==> config.mk <==
export PLATFORM = sky130hd
export DESIGN_NAME = register_scoreboard
export DESIGN_NICKNAME = d
export VERILOG_FILES = /design/src/rtl/register_scoreboard.sv
export SDC_FILE = /design/constraint.sdc
export NUM_CORES = 1
export LEC_CHECK = 0
export CORE_MARGIN = 10
export CORE_UTILIZATION = 58
export CTS_CLUSTER_SIZE = 30
export DETAILED_ROUTE_END_ITERATION = 12
export GPL_TIMING_DRIVEN = 0
export PLACE_DENSITY = 0.93
export SYNTH_ARGS = -nofsm -noshare
export SYNTH_HDL_FRONTEND = slang
export SYNTH_SLANG_ARGS = --single-unit
==> constraint.sdc <==
create_clock -name clk -period 7.7 [get_ports clk]
set_clock_uncertainty 0.05 [all_clocks]
set_input_delay 0.77 -clock clk [delete_from_list [all_inputs] [get_ports clk]]
set_output_delay 0.77 -clock clk [all_outputs]
set_load 0.05 [all_outputs]
==> src/rtl/register_scoreboard.sv <==
// register_scoreboard: issue-side RAW/WAW hazard tracker with an outstanding-write limit.
// Same-cycle writebacks bypass hazards; flush drops all tracking.
module register_scoreboard #(
   parameter int REG_ADDRESS_SIZE = 5,
   parameter int NUM_REGS = 2**REG_ADDRESS_SIZE,
   parameter int MAX_PENDING = 4,
   parameter int STALL_CNT_WIDTH = 16,
   localparam int CW = $clog2(MAX_PENDING+1)
)(
   input  logic                        clk,
   input  logic                        rst_n,
   input  logic                        issue_valid,
   output logic                        issue_ready,
   input  logic [REG_ADDRESS_SIZE-1:0] addr_r1,
   input  logic [REG_ADDRESS_SIZE-1:0] addr_r2,
   input  logic [REG_ADDRESS_SIZE-1:0] addr_rd,
   input  logic                        register_write,
   input  logic                        use_immediate,
   input  logic                        wb_valid,
   input  logic [REG_ADDRESS_SIZE-1:0] wb_addr,
   input  logic                        flush,
   output logic [NUM_REGS-1:0]         busy_mask,
   output logic [CW-1:0]               pending_count,
   output logic [1:0]                  state,
   output logic [STALL_CNT_WIDTH-1:0]  stall_count,
   output logic                        spurious_wb
);
   typedef enum logic [1:0] {IDLE = 2'b00, ACTIVE = 2'b01, FULL = 2'b10} state_t;
   state_t                     r_state;
   logic [NUM_REGS-1:0]        r_busy, w_wb_oh, w_busy_eff, w_busy_nxt;
   logic [CW-1:0]              r_pend, w_pend_left, w_pend_nxt;
   logic [STALL_CNT_WIDTH-1:0] r_stall;
   logic                       r_spur, w_retire, w_rd_wr, w_hazard, w_full, w_alloc, w_stall;
   assign w_wb_oh     = wb_valid ? NUM_REGS'(1) << wb_addr : '0;
   assign w_busy_eff  = r_busy & ~w_wb_oh;
   assign w_retire    = wb_valid & r_busy[wb_addr] & (wb_addr != '0);
   assign w_rd_wr     = register_write & (addr_rd != '0);
   assign w_hazard    = w_busy_eff[addr_r1] | (~use_immediate & w_busy_eff[addr_r2]) | (w_rd_wr & w_busy_eff[addr_rd]);
   assign w_pend_left = r_pend - CW'(w_retire);
   assign w_full      = w_pend_left == CW'(MAX_PENDING);
   assign issue_ready = ~flush & ~w_hazard & ~(w_full & w_rd_wr);
   assign w_alloc     = issue_valid & issue_ready & w_rd_wr;
   // clear is applied before set so a same-register alloc wins over its retire
   assign w_busy_nxt  = flush ? '0 : (r_busy & ~(w_retire ? w_wb_oh : '0)) | (w_alloc ? NUM_REGS'(1) << addr_rd : '0);
   assign w_pend_nxt  = flush ? '0 : w_pend_left + CW'(w_alloc);
   assign w_stall     = issue_valid & ~issue_ready & ~flush & ~&r_stall;
   always_ff @(posedge clk or negedge rst_n) begin
      if (!rst_n) begin
         r_busy  <= '0;
         r_pend  <= '0;
         r_state <= IDLE;
         r_stall <= '0;
         r_spur  <= 1'b0;
      end else begin
         r_busy  <= w_busy_nxt;
         r_pend  <= w_pend_nxt;
         r_state <= w_pend_nxt == '0 ? IDLE : w_pend_nxt == CW'(MAX_PENDING) ? FULL : ACTIVE;
         r_stall <= r_stall + STALL_CNT_WIDTH'(w_stall);
         r_spur  <= r_spur | (wb_valid & ~w_retire);
      end
   end
   assign busy_mask     = r_busy;
   assign pending_count = r_pend;
   assign state         = r_state;
   assign stall_count   = r_stall;
   assign spurious_wb   = r_spur;
endmodule

# Word level (Yosys, flattened, before mapping)
# Index checks and enable logic that the tools add are counted.
dict set report word_totals {
  elab_cells 64
  output_inout_bits 55
  in_bits 27
  reg_bits 54
}
dict set report op_classes {
  add_sub_neg 3
  n_eq_ne 2
  magnitude_cmp 4
  n_bitwise 28
  n_reduce_logical 5
  shifts 2
  n_mux 15
}
# operator n
set op_table {}
lappend op_table {{$mux 32} 4}
lappend op_table {{$and 32x32->32} 2}
lappend op_table {{$not 32->32} 2}
lappend op_table {{$shl 1x5->32 const A} 2}
lappend op_table {{$or 32x32->32} 1}
lappend op_table {{$lt 5x6->1 const B} 4}
lappend op_table {{$bmux 1 s5} 4}
lappend op_table {{$add 16x1->16} 1}
lappend op_table {{$reduce_and 16->1} 1}
lappend op_table {{$and 1x1->1} 14}
lappend op_table {{$reduce_bool 5->1} 2}
lappend op_table {{$eq 3x3->1 const B} 2}
lappend op_table {{$not 1->1} 6}
lappend op_table {{$mux 1} 4}
lappend op_table {{$mux 2} 2}
lappend op_table {{$add 3x1->3} 1}
lappend op_table {{$logic_not 3->1} 1}
lappend op_table {{$mux 3} 1}
lappend op_table {{$or 1x1->1} 3}
lappend op_table {{$sub 3x1->3} 1}
lappend op_table {{$logic_not 1->1} 1}

# Depth between registers and ports, before layout
dict set report depth {
  ltp_word 19
  ltp_mapped 23
  mapped_depth_nobuf 19
}

# Worst setup path after synthesis
# OpenSTA, ideal clock, no wires.
dict set report synth_path {
  path_type {in2reg}
  startpoint {in wb_addr[0]}
  endpoint {reg r_state[1], in the netlist state[1]}
  slack_ns 2.142
  n_path_buf 4
  stages 20
  t_arrival_ns 5.422
  path_cell_list {clkbuf_1 > buf_1 > buf_1 > mux4_2 > mux4_2 > mux2i_1 > nor2b_1 > ha_1 > ha_1 > xor2_1 > nand3_1 > o311ai_0 > or4_4 > buf_6 > inv_1 > ha_1 > ha_1 > nor2b_1 > or2_2 > nor3_1}
}
dict set report synth_via {
  elab_chain_len 19
  elab_cells_between_ends 34
  classes_between {add/sub (2); eq/ne (2); shift (1); mux (12); bitwise (15); reduce/logical (2)}
}
# element line
set synth_lines {}
lappend synth_lines {{start: declaration} 20} ;# input logic [REG_ADDRESS_SIZE-1:0] wb_addr,
lappend synth_lines {{parallel branches: the longest is 14 deep, another holds $sub 3x1->3} --}
lappend synth_lines {{$add 3x1->3 (*)} 45} ;# assign w_pend_nxt = flush ? '0 : w_pend_left + CW'(w_alloc);
lappend synth_lines {{$mux 3 (*)} 45}
lappend synth_lines {{named net w_pend_nxt[1]} 31} ;# logic [CW-1:0] r_pend, w_pend_left, w_pend_nxt;
lappend synth_lines {{$eq 3x3->1} 57} ;# r_state <= w_pend_nxt == '0 ? IDLE : w_pend_nxt == CW'(MAX_PENDING) ? FULL : ACTIVE;
lappend synth_lines {{$mux 2} 57}
lappend synth_lines {{$mux 2 (*)} 57}
lappend synth_lines {{end signal: assignment} 57}
lappend synth_lines {{end: declaration} 29} ;# state_t r_state;
# Mark *: on every way through the listed nets, which the timed path passes. The select of a mux whose other input is x is not followed.

# Worst setup path after layout
dict set report layout_path {
  startpoint {in wb_addr[0]}
  endpoint {out issue_ready}
}
dict set report layout_via {
  elab_chain_len 12
  elab_cells_between_ends 26
  classes_between {add/sub (1); eq/ne (1); shift (1); mux (9); bitwise (13); reduce/logical (1)}
}
# element line
set layout_lines {}
lappend layout_lines {{parallel branches: the longest is 11 deep, another holds $sub 3x1->3} --}
lappend layout_lines {{$and 1x1->1 (*)} 41} ;# assign issue_ready = ~flush & ~w_hazard & ~(w_full & w_rd_wr);
lappend layout_lines {{end: declaration} 13} ;# output logic issue_ready,
# Mark *: on every way between the ends. The select of a mux whose other input is x is not followed.

==> impl_results.md <==
- Row Count: 31
- # setup viols final: 0
- Largest net degree at the start of global routing: 43
- Leakage: a little over 2 nW
- Gr usage total: around 29%
- Hold WC Path Type: in2async
- Crit share post-route: between 90% and 100%
- Multi-input logic area: 0.00276 mm²
- Gate Count Post-Synth: 493
- Routed via count: 4798
- Sequential share of the synthesized area: approximately 31%
- MaxCap Viol Count: 0
- Initial antenna violation count: 0
- Final Util: between 70% and 80%
- First-pass GRT wire length: around 27000 µm
- Slew Limit Headroom: between 40% and 50%
- Net Sw Frac: a little over a third
- Max FO, Critical Path: 10
- Seq pwr share: approximately 44%
- Worst setup EP type: output pin
- Fin crit period: between 7000 and 8000 ps
- Sink Count: between 50 and 60
- Hold_buf cts: 0
- Ys Warns: 0
- Ys flop type: dfrtp_1
- Clock latency on the worst-skew pair: around 320 ps
- CP arrival: 6580 ps
- Tot Pwr: 0.721 mW
- Storage cell area: ~0.0014 mm²
- Final HPWL DP: approximately 13000 µm
- Clock buffer depth: 2
- Die Area: between 0.01 and 0.015 mm²
- GPL Wtd Cong: about 1.1
- Final instance area: around 0.0053 mm²
- Post-CTS setup buffer count: 0
- Post-route DRC violation count: 0
- Final hold viol count: 0
- Ant diodes: 0
- Commonest non-fill, non-tap cell in the layout: clkdlybuf4s50_1
- Layout area overhead: 21.5%
- Clock power frac: a little over a quarter
- Layout fillers: between 500 and 600
- TritonCTS clock tree: done
- Max-slew violations: 0
- Reg-to-reg slack, setup: roughly 2800 ps
- # nets final: ~600
- Initial cell density of the core: around 60%
- Int Pwr: 0.460 mW
- Die X-Extent: 107 µm
- Post-Route WL: roughly 17000 µm
- Peak supply drop: between 0.15 and 0.2 mV
- Most frequent cells in the layout: clkdlybuf4s50_1 (68), nand2_1 (60), dfrtp_1 (54)
- Resize count post-CTS: 0
- EDFF count, synth: 0
- Number of global-route vias before repair: 4696
- Ys async rst share: 100%
- I/O pin count: just over 80
- GRT overflow: 0
- Core footprint: 0.00729 mm²
- Worst Path Required: a little under 7000 ps
- Comb pwr share: 29.2%
- DR vias/cell: about 7.2
- RSZ-0062 raised after global routing: no
- PD cells: between 100 and 150 mW/mm²
- I/O Buffers: about 70
- Netlist cell types: 66
- Area after DPL: between 0.005 and 0.006 mm²
- Critical path class: in2out
- Least-Margin Pin Slew: a little under 900 ps
- Cts bufs inserted: 5
- Wirelength per Cell: 25.9 µm
- DR iter-0 viols: roughly 680
- Mapped Avg Cell Area: between 8 and 9 µm²
- Syn nets: around 530
- DRT antenna net count: 0
- DR pass1 iterations: 8
- P_sw: between 0.2 and 0.3 mW
- Share of cells above drive strength 1: between 10% and 20%
- Synth Register Bits: between 50 and 60
- Reg2reg path depth: 17
- Status: finished, final reports clean
- Clk slew on worst S/H paths: 100 ps
- Setup TNS: 0 ps
- Netlist Area Pre-Place: 0.00436 mm²
- Fmax: between 100 and 150 MHz
- H-Tree Depth: 2
- Startpoint types: input pin
- Root Driver: clkbuf_8
- Die height: roughly 110 µm
-- through the flow --
step,std cells,setup WS [ps],hold WS [ps]
2_1_floorplan,493,2140,424
3_3_place_gp,661,498,394
3_5_place_dp,662,415,397
4_1_cts,669,392,300
5_1_grt,669,145,305
6_report,669,295,292
-- registers in the layout, summed over array words and instances, names as in the netlist --
signal	count
spurious_wb	1
busy_mask	32
pending_count	3
stall_count	16
state	2
-- area by class of cell --
| class | count | share of cell area, % |
|---|---|---|
| plain buffers | 42 | 3.68 |
| multi-input cells | 382 | 52.1 |
| flip-flops and latches | 54 | 25.5 |
| well taps | 99 | 2.34 |
| clock inverters | 2 | 0.732 |
| inverters | 15 | 1.06 |
| repair buffers | 70 | 13.3 |
| clock buffers | 5 | 1.30 |
-- final timing paths --
kind / start / endpoint
worst max-delay path: wb_addr[0] / issue_ready
worst min-delay path: rst_n / busy_mask[11]
worst max register to register: busy_mask[23] / state[1]
worst min register to register: spurious_wb / spurious_wb
max in group asynchronous: rst_n / stall_count[0]
min in group clk: spurious_wb / spurious_wb
-- cell usage after synthesis, types with 3 or more instances --
master	n	area share, %
o22ai_1	13	1.9
o31ai_1	7	1.2
buf_1	7	0.60
inv_1	15	1.3
buf_6	4	1.0
o21ai_2	17	3.4
mux2i_1	27	6.2
nand4_1	5	0.72
o21ai_0	17	2.0
buf_2	6	0.69
a21oi_1	8	0.92
nor2_1	26	2.2
xnor2_1	13	2.6
o211ai_1	13	2.2
mux4_2	9	4.6
nand3b_1	3	0.52
o311ai_0	6	1.2
a311o_1	3	0.69
xor2_1	9	1.8
a31oi_1	4	0.57
nand3_1	24	2.8
nand2_1	60	5.2
nor3_1	15	1.7
nand4b_1	4	0.80
nor2b_1	8	1.1
a211oi_1	6	1.0
and2_1	3	0.43
nor4_1	4	0.57
nand2b_1	5	0.72
nor3b_1	3	0.52
a221oi_1	3	0.60
mux2_2	19	4.9
clkbuf_1	25	2.2
dfrtp_1	54	31
and3_1	4	0.57
ha_1	6	1.7
-- layer usage --
metal,global-route usage [%],vias to the layer above,wire [µm]
met4,14.1,0,907
met5,0,-,0
met2,45.9,432,7720
met3,10.8,101,2640
li1,-,1993,-
met1,35.4,2272,6070
-- power by group through the flow --
stage               clock network, mW  registers (mW)  logic (mW)
global route                    0.203           0.318       0.221
finish                          0.195           0.315       0.211
detailed placement                  0           0.320       0.206
floorplan                           0           0.366      0.0808
CTS                             0.193           0.315       0.207
global placement                    0           0.319       0.202
-- worst max-delay path, cell delays in order --
cell and delay [ps]:
clkdlybuf4s50_1 490, clkbuf_1 450, buf_1 620, buf_1 610, mux4_2 630, mux4_2 480
mux2i_1 320, nor2b_1 130, ha_1 220, ha_1 200, xor2_1 180, nand3_1 160
o311ai_0 190, and2_1 220, nor2_1 80, clkdlybuf4s50_1 820
-- cell families (layout without fill, tap and decap cells) --
logic type                 Yosys count  count (layout)  synth area share, %
xor gates and xnor gates            22              22                 4.42
buffers and inverters               57             134                 5.77
adders and majority gates            6               6                 1.72
DFF                                 54              54                 31.0
and+or+nand+nor                    179             179                 21.0
AOI/OAI and AO/OA                  120             120                 20.3
muxes                               55              55                 15.8
Note: power is estimated with default switching activity, not from simulation.
